**src/rtl/uart_pkg.sv**
```systemverilog
// Shared UART definitions: receiver state encoding and default link constants.
// The default constants are common to the Tx and Rx sides of the link.
package uart_pkg;

  localparam int DEFAULT_CLOCKS_PER_BIT = 5000;  // 48 MHz / 9600 bps
  localparam int DEFAULT_DATA_BITS      = 8;

  typedef enum logic [2:0] {
    IDLE      = 3'd0,
    START     = 3'd1,
    DATA      = 3'd2,
    PARITY    = 3'd3,
    STOP      = 3'd4,
    WAIT_HIGH = 3'd5
  } rx_state_e;

endpackage

```
**src/rtl/uart_rx_deserializer_if.sv**
```systemverilog
// Parallel-side bundle of the UART receiver. The master drives it and the slave consumes it.
// The parity_err signal exists only when UART_RX_PARITY_EN is defined.
interface uart_rx_deserializer_if
  import uart_pkg::*;
#(
  parameter int DATA_BITS = DEFAULT_DATA_BITS
);
  logic [DATA_BITS-1:0] rx_data;
  logic                 rx_valid;
  logic                 framing_err;
  logic                 busy;
`ifdef UART_RX_PARITY_EN
  logic                 parity_err;

  modport master (output rx_data, rx_valid, framing_err, busy, parity_err);
  modport slave  (input  rx_data, rx_valid, framing_err, busy, parity_err);
`else
  modport master (output rx_data, rx_valid, framing_err, busy);
  modport slave  (input  rx_data, rx_valid, framing_err, busy);
`endif
endinterface

```
**src/rtl/rx_sync_2ff.sv**
```systemverilog
// Two-flop synchroniser for the asynchronous rx line. It resets to the idle-high level.
module rx_sync_2ff (
  input  logic clk,
  input  logic reset,
  input  logic async_in,
  output logic sync_out
);
  logic meta;

  // NOTE: sequential state uses non-blocking (<=) so both flops sample the pre-edge values;
  // blocking here would collapse the chain into a single flop.
  always_ff @(posedge clk) begin
    if (reset) begin
      meta     <= 1'b1;
      sync_out <= 1'b1;
    end else begin
      meta     <= async_in;
      sync_out <= meta;
    end
  end
endmodule

```
**src/rtl/uart_rx_deserializer.sv**
```systemverilog
// UART 8N1 receiver: centre-samples each bit and emits one byte per frame with framing-error detection.
// Define UART_RX_PARITY_EN to add an even-parity bit between the data and stop bits.
module uart_rx_deserializer
  import uart_pkg::*;
#(
  parameter int CLOCKS_PER_BIT = DEFAULT_CLOCKS_PER_BIT,
  parameter int DATA_BITS      = DEFAULT_DATA_BITS
) (
  input  logic                   clk,
  input  logic                   reset,
  input  logic                   rx,
  uart_rx_deserializer_if.master rx_out
);
  localparam int CNT_W = $clog2(CLOCKS_PER_BIT);
  localparam int IDX_W = (DATA_BITS > 1) ? $clog2(DATA_BITS) : 1;
  localparam logic [CNT_W-1:0] CNT_HALF = CNT_W'(CLOCKS_PER_BIT / 2 - 1);
  localparam logic [CNT_W-1:0] CNT_LAST = CNT_W'(CLOCKS_PER_BIT - 1);
  localparam logic [IDX_W-1:0] IDX_LAST = IDX_W'(DATA_BITS - 1);

  logic                 rx_s;
  rx_state_e            state,       state_next;
  logic [CNT_W-1:0]     cnt,         cnt_next;
  logic [IDX_W-1:0]     bit_idx,     bit_idx_next;
  logic [DATA_BITS-1:0] shreg,       shreg_next;
  logic [DATA_BITS-1:0] rx_data,     rx_data_next;
  logic                 rx_valid,    rx_valid_next;
  logic                 framing_err, framing_err_next;
`ifdef UART_RX_PARITY_EN
  logic                 par_bad,     par_bad_next;
  logic                 parity_err,  parity_err_next;
`endif

  rx_sync_2ff u_sync (
    .clk      (clk),
    .reset    (reset),
    .async_in (rx),
    .sync_out (rx_s)
  );

  // NOTE: every variable gets a default at the top of the block, so no path can infer a latch.
  always_comb begin
    state_next       = state;
    cnt_next         = cnt;
    bit_idx_next     = bit_idx;
    shreg_next       = shreg;
    rx_data_next     = rx_data;
    rx_valid_next    = 1'b0;
    framing_err_next = 1'b0;
`ifdef UART_RX_PARITY_EN
    par_bad_next     = par_bad;
    parity_err_next  = 1'b0;
`endif
    unique case (state)
      IDLE: begin
        cnt_next = '0;
        if (!rx_s) state_next = START;
      end
      START: begin
        // A start bit that has gone high again by mid-bit is a glitch and is dropped.
        if (cnt == CNT_HALF) begin
          cnt_next     = '0;
          bit_idx_next = '0;
          state_next   = rx_s ? IDLE : DATA;
        end else begin
          cnt_next = cnt + 1'b1;
        end
      end
      DATA: begin
        if (cnt == CNT_LAST) begin
          cnt_next   = '0;
          shreg_next = {rx_s, shreg[DATA_BITS-1:1]};
          if (bit_idx == IDX_LAST) begin
`ifdef UART_RX_PARITY_EN
            state_next = PARITY;
`else
            state_next = STOP;
`endif
          end else begin
            bit_idx_next = bit_idx + 1'b1;
          end
        end else begin
          cnt_next = cnt + 1'b1;
        end
      end
`ifdef UART_RX_PARITY_EN
      PARITY: begin
        if (cnt == CNT_LAST) begin
          cnt_next     = '0;
          par_bad_next = (^shreg) ^ rx_s;
          state_next   = STOP;
        end else begin
          cnt_next = cnt + 1'b1;
        end
      end
`endif
      STOP: begin
        if (cnt == CNT_LAST) begin
          cnt_next = '0;
          if (rx_s) begin
            rx_data_next    = shreg;
            rx_valid_next   = 1'b1;
`ifdef UART_RX_PARITY_EN
            parity_err_next = par_bad;
`endif
            state_next      = IDLE;
          end else begin
            framing_err_next = 1'b1;
            state_next       = WAIT_HIGH;
          end
        end else begin
          cnt_next = cnt + 1'b1;
        end
      end
      WAIT_HIGH: begin
        // Hold off until the line returns high so a break cannot look like a start bit.
        cnt_next = '0;
        if (rx_s) state_next = IDLE;
      end
      default: begin
        cnt_next   = '0;
        state_next = IDLE;
      end
    endcase
  end

  always_ff @(posedge clk) begin
    if (reset) begin
      state       <= IDLE;
      cnt         <= '0;
      bit_idx     <= '0;
      shreg       <= '0;
      rx_data     <= '0;
      rx_valid    <= 1'b0;
      framing_err <= 1'b0;
`ifdef UART_RX_PARITY_EN
      par_bad     <= 1'b0;
      parity_err  <= 1'b0;
`endif
    end else begin
      state       <= state_next;
      cnt         <= cnt_next;
      bit_idx     <= bit_idx_next;
      shreg       <= shreg_next;
      rx_data     <= rx_data_next;
      rx_valid    <= rx_valid_next;
      framing_err <= framing_err_next;
`ifdef UART_RX_PARITY_EN
      par_bad     <= par_bad_next;
      parity_err  <= parity_err_next;
`endif
    end
  end

  assign rx_out.rx_data     = rx_data;
  assign rx_out.rx_valid    = rx_valid;
  assign rx_out.framing_err = framing_err;
  assign rx_out.busy        = (state != IDLE);
`ifdef UART_RX_PARITY_EN
  assign rx_out.parity_err  = parity_err;
`endif
endmodule

```
**src/flat_wrapper.sv**
```systemverilog
// flat-port wrapper written by rule: the top's interface ports become plain ports
module uart_rx_deserializer_flat import uart_pkg::*;
#(
  parameter int CLOCKS_PER_BIT = DEFAULT_CLOCKS_PER_BIT,
  parameter int DATA_BITS      = DEFAULT_DATA_BITS
)
  (clk, reset, rx, rx_out_rx_data, rx_out_rx_valid, rx_out_framing_err, rx_out_busy);
  uart_rx_deserializer_if #(.DATA_BITS(DATA_BITS)) rx_out_i ();
  input  logic clk;
  input  logic reset;
  input  logic rx;
  output wire logic [$bits(rx_out_i.rx_data)-1:0] rx_out_rx_data;
  output wire logic [$bits(rx_out_i.rx_valid)-1:0] rx_out_rx_valid;
  output wire logic [$bits(rx_out_i.framing_err)-1:0] rx_out_framing_err;
  output wire logic [$bits(rx_out_i.busy)-1:0] rx_out_busy;
  assign rx_out_rx_data = rx_out_i.rx_data;
  assign rx_out_rx_valid = rx_out_i.rx_valid;
  assign rx_out_framing_err = rx_out_i.framing_err;
  assign rx_out_busy = rx_out_i.busy;
  uart_rx_deserializer #(.CLOCKS_PER_BIT(CLOCKS_PER_BIT), .DATA_BITS(DATA_BITS)) u_core (.clk(clk), .reset(reset), .rx(rx), .rx_out(rx_out_i));
endmodule
```
**config.mk**
```make
export PLATFORM = sky130hd
export DESIGN_NAME = uart_rx_deserializer_flat
export DESIGN_NICKNAME = d
export VERILOG_FILES = /design/src/rtl/uart_pkg.sv /design/src/rtl/uart_rx_deserializer_if.sv /design/src/rtl/rx_sync_2ff.sv /design/src/rtl/uart_rx_deserializer.sv /design/src/flat_wrapper.sv
export SDC_FILE = /design/constraint.sdc
export NUM_CORES = 1
export LEC_CHECK = 0
export ABC_AREA = 1
export CAP_MARGIN = 0
export CORE_UTILIZATION = 40
export DETAILED_ROUTE_END_ITERATION = 10
export SLEW_MARGIN = 20
export SYNTH_ARGS = -nofsm -noshare
export SYNTH_HDL_FRONTEND = slang
export SYNTH_SLANG_ARGS = --single-unit
```
**constraint.sdc**
```tcl
create_clock -name clk -period 2.2 [get_ports clk]
set_input_delay 0.22 -clock clk [delete_from_list [all_inputs] [get_ports clk]]
set_output_delay 0.22 -clock clk [all_outputs]
set_load 0.05 [all_outputs]
```
Yosys cells after proc, flatten, opt, wreduce, memory -nomap -nowiden

Cells that the tools add are included.

Flip-flop bits (word level): 39
Latch bits: 0
RAM bits: 0
Bits in read-only memories: 0
Output and inout bits: 11
Word-level logic and storage cells: 54
Memories: 0

Add/sub/neg operators: 2
Multiply operators: 0
Div/mod/pow operators: 0
$lt $le $gt $ge: 0
Equal/unequal tests: 14
Shifts and indexed selects: 0
Multiplexer cells: 18
Bitwise logic cells: 2
Reductions and logical operators: 9

Operators with widths:

| operator              | number |
|---|---|
| $mux 3                | 10 |
| $mux 13               | 2 |
| $pmux 13 s2           | 1 |
| $pmux 3 s5            | 1 |
| $add 13x1->13 const B | 1 |
| $eq 13x12->1 const B  | 1 |
| $eq 13x13->1 const B  | 1 |
| $eq 3x3->1 const B    | 3 |
| $ne 2x1->1 const B    | 4 |
| $ne 2x2->1 const B    | 3 |
| $pmux 3 s2            | 1 |
| $reduce_and 6->1      | 1 |
| $reduce_and 4->1      | 1 |
| $add 3x1->3 const B   | 1 |
| $eq 3x1->1 const B    | 1 |
| $eq 3x2->1 const B    | 1 |
| $logic_not 3->1       | 1 |
| $reduce_and 3->1      | 1 |
| $reduce_bool 3->1     | 1 |
| $reduce_or 3->1       | 1 |
| $mux 1                | 2 |
| $mux 2                | 1 |
| $not 1->1             | 2 |
| $reduce_and 2->1      | 1 |
| 2 further kinds       | 2 |

Logic depth before layout (Yosys ltp)

Gate-level depths: netlist of the first run.

Depth in word-level cells: 4
Depth in mapped cells: 9
Gate-level depth less buffers: 9

By module

A second synthesis of the first run with hierarchy kept.

Cells, all modules: 246
Area total of the unflattened synthesis: 1853.0 µm²

Modules (own cells, without submodules):

| module               | instances | cells an instance | area an instance (µm²) | seq. area each (µm²) |
|---|---|---|---|---|
| uart_rx_deserializer | 1         | 239               | 1794.2                 | 740.7 |
| rx_sync_2ff          | 1         | 7                 | 58.8                   | 40.0 |

Worst setup path before layout of the first run

OpenSTA, ideal clock, no wires.

Kind: register to register
From: register u_core.cnt[0]
To: register u_core.cnt[11]
Arrival: 1340 ps
Path slack: 745 ps
Cell stages (with the launch flop): 10
Buffers on the path: 1
Period minus slack after synthesis: 1455 ps
Path through: dfxtp_1 > ha_1 > nand2_2 > nor2_4 > nand3_4 > nand2_2 > nand2_2 > nand2_2 > buf_6 > nor2_1

Cells in the longest elaborated chain, start to end: 3
Elaborated cells between the ends (all ways): 6

Ends and longest elaborated chain:

| what                                        | line                                                                                | source |
|---|---|---|
| start: declaration                          | uart_rx_deserializer.sv:22                                                          | `logic [CNT_W-1:0] cnt, cnt_next;` |
| start signal: assignment                    | uart_rx_deserializer.sv:141                                                         | `cnt <= cnt_next;` |
| $add 13x1->13, or another cell as far along | uart_rx_deserializer.sv:65, uart_rx_deserializer.sv:82, uart_rx_deserializer.sv:111 |  |
| $mux 13, on equally long branches           | uart_rx_deserializer.sv:69, uart_rx_deserializer.sv:97, uart_rx_deserializer.sv:60  |  |
| $pmux 13 s2 (*)                             | uart_rx_deserializer.sv:53                                                          | `unique case (state)` |

Mark *: on every way between the ends. The rest lies on a longest branch, timed or not.
A chain may end at the register's enable or synchronous reset.

Final worst setup path of the first run

From: register u_core.state[2]
To: output rx_out_busy

Cells in the longest elaborated chain, start to end: 1

Ends and longest elaborated chain:

| what                     | line                        | source |
|---|---|---|
| start: declaration       | uart_rx_deserializer.sv:21  | `rx_state_e state, state_next;` |
| start signal: assignment | uart_rx_deserializer.sv:140 | `state <= state_next;` |
| $reduce_bool 3->1        | uart_rx_deserializer.sv:157 | `assign rx_out.busy = (state != IDLE);` |
| end: declaration         | flat_wrapper.sv:15          | `output wire logic [$bits(rx_out_i.busy)-1:0] rx_out_busy;` |

No other way between the ends.

==> flow_summary.json, run 1 <==
{
  "cts_tree": "done",
  "timing_worst_slew_pin_value_ns": 0.4979,
  "crit_type": "flop to output port",
  "cts_setup_buffers": 0,
  "syn_nets": 239,
  "finalCritPeriodShare_pct": 88.75,
  "clock_latency_ns": 0.29,
  "setup-violations-final": 0,
  "drive_gt1_share_pct": 17.20,
  "hold_buffers": 0,
  "startpoint_type": "flop",
  "path_clk_slew_ns": 0.08,
  "peakVddDrop_mv": 0.4741,
  "grt_pass1_vias": 1406,
  "cts_buffers": 5,
  "timing.final.crit_period_ns": 1.953,
  "crit_path_end_kind": "output port",
  "core_mm2": 0.004414,
  "synthToLayoutAreaGrowth_pct": 14.32,
  "start_util_pct": 42.15,
  "vias": 1445,
  "fmax_mhz": 512.1,
  "outcome": "finished, final reports clean",
  "pre_cts_ws_ns": 0.5688,
  "setup_slack_ns": 0.2474,
  "cp_max_fo": 5,
  "clock-skew-final_ns": 0.008515,
  "wl_um": 3180,
  "die_h_um": 70.20,
  "grt_use_total_pct": 15.37,
  "synthCells": 233,
  "antenna_found_initial": 0,
  "postCtsResizedCells": 0,
  "maxSlewViolCount": 0,
  "antenna_cells": 0,
  "synth-simple-area-share_pct": 32.35,
  "hold_class": "flop to flop",
  "drt_iter0_markers": 67,
  "p_leak_nw": 0.8369,
  "cts_buffer_depth": 2,
  "firstDrtPassIters": 4,
  "drt_drc_violations_left": 0,
  "hpwl_um": 2334,
  "grt_pass1_wl_um": 6072,
  "hold_viol_final": 0,
  "port_buffers": 13,
  "ys_ff_latch": 39,
  "multi_input_area_um2": 914.6,
  "ys_seq_area_share_pct": 41.96,
  "synth_top_family_by_area": "simple AND/OR/NAND/NOR gates",
  "crit_arrival_ns": 1.73,
  "wire_per_inst_um": 10.53,
  "die_w_um": 70.20,
  "nFillCells": 432,
  "final-seq-area_um2": 780.7,
  "ios": 14,
  "rows": 24,
  "h-tree-depth": 2,
  "muxShareOfSynthArea_pct": 0,
  "routed_via_density": 4.785,
  "root_buffer": "clkbuf_8",
  "synth_compound_area_share_pct": 11.50,
  "clock-sinks": 39,
  "synthAdderAreaFrac_pct": 2.017,
  "ant_nets": 0,
  "setup_tns_ns": 0,
  "netlist_area_mm2": 0.001861,
  "rsz0062_at_grt": "false",
  "cp_data_required_time_ns": 1.98,
  "maxSlewHeadroom_pct": 66.70,
  "yosys.area_share.xor_xnor_pct": 3.295,
  "yosysWarnings": 0,
  "grt_max_degree": 24,
  "cellPowerDensity_mw_per_mm2": 969.5,
  "gp_routability_congestion": 0.7935,
  "syn_avg_cell_area_um2": 7.985,
  "grt_overflow_total": 0,
  "maxCapViolations": 0,
  "fin_nets": 255,
  "die-area_mm2": 0.004928,
  "ys_types": 30
}
[Yosys cell counts]
cell / number / area share [%]
or2_2: 3 / 1.0
nor2_4: 2 / 1.2
buf_8: 1 / 0.81
nor2_2: 1 / 0.34
a21oi_1: 18 / 4.8
nand3_2: 3 / 1.6
nor3_2: 1 / 0.54
nand2_1: 32 / 6.5
nor2_8: 2 / 2.2
ha_1: 3 / 2.0
o21ai_0: 14 / 3.8
inv_2: 5 / 1.0
nand3_1: 12 / 3.2
nor3b_1: 1 / 0.40
o21ai_1: 2 / 0.54
buf_4: 1 / 0.40
buf_6: 2 / 1.2
nor3_1: 4 / 1.1
nand2_2: 8 / 2.7
a21oi_2: 3 / 1.4
nor3_4: 2 / 1.7
dfxtp_1: 39 / 42
nor2_1: 32 / 6.5
nand4_4: 1 / 1.1
inv_1: 26 / 5.2
o21ai_2: 2 / 0.94
clkbuf_1: 1 / 0.20
xor2_1: 7 / 3.3
nand4_1: 4 / 1.3
nand3_4: 1 / 0.94
[report_power, final]
group          internal (mW)  switching (mW)  total, mW  leakage (nW)
Sequential             0.758          0.0575      0.815         0.315
Combinational          0.224           0.434      0.657         0.463
Clock                  0.338           0.252      0.589        0.0581
[cell usage in the layout, fill, tap and decap left out]
cell type        count
o21ai_2              2
o21ai_1              2
nor3_2               1
nand2_1             32
a21oi_2              3
nand3_2              3
o21ai_0             14
bufinv_16            1
xor2_1               7
nor3_1               4
buf_4                1
clkdlybuf4s50_1     13
nor2_2               1
nor2_4               2
nand3_1             12
nor3b_1              1
or2_2                3
nor3_4               2
clkinv_4             1
nand4_4              1
nand4_1              4
nor2_8               2
clkbuf_8             5
ha_1                 3
inv_2                5
a21oi_1             18
nand3_4              1
dfxtp_1             39
nand2_2              8
inv_1               26
nor2_1              32
clkinv_2             1
[final timing paths]
check,startpoint,end,slack [ns],cells after the start
worst min-delay path,u_core.u_sync.meta,u_core.u_sync.sync_out,0.41,1
worst min register to register,u_core.u_sync.meta,u_core.u_sync.sync_out,0.41,1
worst max register to register,u_core.cnt[0],u_core.cnt[2],0.56,8
worst max-delay path,u_core.state[2],rx_out_busy,0.25,3
[worst max-delay path: stages, from the launching register on]
cell and delay [ns]:
dfxtp_1 0.44, inv_1 0.13, nand2_1 0.08, clkdlybuf4s50_1 0.79
[logic make-up (layout without fill, tap and decap cells)]
kind of cell,after synthesis,count (layout)
XOR/XNOR,7,7
AO/OA/AOI/OAI,39,39
adder cells (fa/ha/maj),3,3
buffers and inverters,36,53
flip-flops,39,39
AND/OR/NAND/NOR,109,109
[stage by stage]
step | hold slack (ns) | util (%) | total power, mW | cell area [um2] | instances
global placement | 0.3956 | 45.63 | 1.489 | 2014 | 294
CTS | 0.4103 | 48.19 | 2.097 | 2127 | 302
finish | 0.4077 | 48.19 | 2.062 | 2127 | 302
floorplan | 0.3238 | - | 1.376 | 1861 | 233
global route | 0.4392 | 48.19 | 2.235 | 2127 | 302
detailed placement | 0.3962 | 45.63 | 1.491 | 2014 | 294
[registers in the layout (all words and copies together), names as in the netlist]
register	flops
u_core.rx_out.rx_data	8
u_core.state	3
u_core.shreg	8
u_core.cnt	13
u_core.rx_out.framing_err	1
u_core.bit_idx	3
u_core.u_sync.sync_out	1
u_core.rx_out.rx_valid	1
u_core.u_sync.meta	1
[final cells by class]
cell class,instances,area share (%)
Multi-Input combinational cell,158,43.00
Sequential cell,39,36.71
Timing Repair Buffer,14,6.471
Inverter,31,5.471
Clock buffer,5,3.235
Tap cell,52,3.059
Clock inverter,3,2.059
[layer usage]
layer  global-route usage, %  vias to the layer above  routed length, um
met1                   21.12                      646               1700
met4                   6.000                        0                 41
met2                   22.76                       18               1355
met3                   4.329                        5                 83
met5                       0                        -                  0
li1                        -                      776                  -
(Power assumes the default switching activity.)
==> inputs of run 2 (changes only) <==
Settings changed: ABC_CLOCK_PERIOD_IN_PS from default to 2200, CORE_ASPECT_RATIO from default to 1.1, PLACE_DENSITY_LB_ADDON from default to 0.3.
==> run 2 against run 1 <==
  * Critical endpoint unchanged
  * Critical path depth did not move
  * Largest power group unchanged
  * Critical path type unchanged
  * Clock power up 20%
  * Highest routed layer unchanged
  * Non-clock buffer count unchanged
  * Global-route usage is essentially flat
==> flow_summary.json, run 2 (synthesis results as in run 1) <==
{
  "drt_iter0_markers": 70,
  "final_design_area_no_fill_mm2": 0.002153,
  "peakVddDrop_mv": 0.4528,
  "ant_nets": 0,
  "path_clk_slew_ns": 0.07,
  "dp_cells": 296,
  "dpl_cell_area_mm2": 0.002017,
  "final_common_cell": "dfxtp_1",
  "fin_nets": 255,
  "gp_routability_congestion": 0.8295,
  "p_leak_nw": 0.8431,
  "grt_pass1_vias": 1271,
  "vias": 1453,
  "r2r_end": "u_core.bit_idx[0]",
  "hpwl_um": 2450,
  "pre_cts_ws_ns": 0.5484,
  "synthToLayoutAreaGrowth_pct": 15.74,
  "worstRegToRegCells": 8,
  "cts_buffer_depth": 2,
  "grt_pass1_wl_um": 5768,
  "antenna_found_initial": 0,
  "finalNonFillerCells": 304,
  "firstDrtPassIters": 4,
  "cp-endpoint": "rx_out_busy",
  "crit_arrival_ns": 1.74,
  "setup_tns_ns": 0,
  "finalCritPeriodShare_pct": 88.90,
  "setup_slack_ns": 0.2443,
  "fmax_mhz": 511.3,
  "setup-violations-final": 0,
  "r2r_slack_ns": 0.55,
  "rsz0062_at_grt": "false",
  "timing_worst_slew_pin_value_ns": 0.5026,
  "die-area_mm2": 0.004928,
  "start_util_pct": 42.49,
  "maxSlewViolCount": 0,
  "outcome": "finished, final reports clean",
  "hold_viol_final": 0,
  "top_regs": "u_core.cnt x13, u_core.rx_out.rx_data x8, u_core.shreg x8",
  "root_buffer": "clkbuf_8",
  "postCtsResizedCells": 0,
  "maxSlewHeadroom_pct": 66.39,
  "cp_max_fo": 5,
  "ios": 14,
  "nFillCells": 439,
  "wl_um": 3346,
  "die_h_um": 73.53,
  "wire_per_inst_um": 11.01,
  "crit_path_end_kind": "output port",
  "startpoint_type": "flop",
  "cts_setup_buffers": 0,
  "top_register": "u_core.cnt",
  "grt_use_total_pct": 15.39,
  "die_w_um": 67.03,
  "cts_buffers": 5,
  "routed_via_density": 4.780,
  "grt_overflow_total": 0,
  "multi_input_area_um2": 914.6,
  "maxCapViolations": 0,
  "fin_util_pct": 49.17,
  "cellPowerDensity_mw_per_mm2": 1012,
  "clock_latency_ns": 0.30,
  "hold_class": "flop to flop",
  "crit_type": "flop to output port",
  "grt_max_degree": 24,
  "hold_buffers": 0,
  "largest_register_ffs": 13,
  "cp_data_required_time_ns": 1.98,
  "timing.final.crit_period_ns": 1.956,
  "port_buffers": 13,
  "drt_drc_violations_left": 0,
  "cts_tree": "done",
  "clock-skew-final_ns": 0.01055,
  "drive_gt1_share_pct": 17.20,
  "antenna_cells": 0,
  "final_cell_mix": "dfxtp_1, nand2_1, nor2_1",
  "critPathLaunch": "u_core.state[2]",
  "rows": 25,
  "core_mm2": 0.004379,
  "h-tree-depth": 2,
  "r2r-start": "u_core.cnt[0]",
  "final-seq-area_um2": 780.7,
  "clock-sinks": 39
}
run 2: metal layers:
layer,vias to the layer above,GRT usage [%],wire (um)
met5,-,0,0
met4,0,5.674,48
met3,5,3.882,133
met2,29,23.11,1486
met1,638,21.10,1677
li1,781,-,-
run 2: worst min-delay path by stage:
stage	from	end	slack, ns	cells past startpoint
after floorplan	rx	u_core.u_sync.meta	0.32	1
after global placement	u_core.u_sync.meta	u_core.u_sync.sync_out	0.39	1
after detailed placement	u_core.u_sync.meta	u_core.u_sync.sync_out	0.39	1
after CTS	u_core.u_sync.meta	u_core.u_sync.sync_out	0.41	1
after global routing	u_core.u_sync.meta	u_core.u_sync.sync_out	0.43	1
final	u_core.u_sync.meta	u_core.u_sync.sync_out	0.41	1
run 2: critical path: stages (launching register included):
cell	delay [ns]
dfxtp_1	0.43
inv_1	0.14
nand2_1	0.09
clkdlybuf4s50_1	0.79
run 2: area by class of cell:
cell class              count  share of cell area (%)
inverters                  31                   5.404
clock buffers               5                   3.196
well taps                  54                   3.138
clock inverters             3                   3.138
multi-input cells         158                   42.48
flip-flops and latches     39                   36.26
repair buffers             14                   6.392
run 2: report_power, final:
group	switching [mW]	internal, mW
registers	0.0562	0.758
clock network	0.256	0.452
logic	0.433	0.224
total	0.745	1.43
run 2: through the flow:
stage,hold slack [ns],total power [mW]
finish,0.4108,2.178
global route,0.4252,2.332
CTS,0.4123,2.201
detailed placement,0.3940,1.490
global placement,0.3934,1.483
floorplan,0.3238,1.376
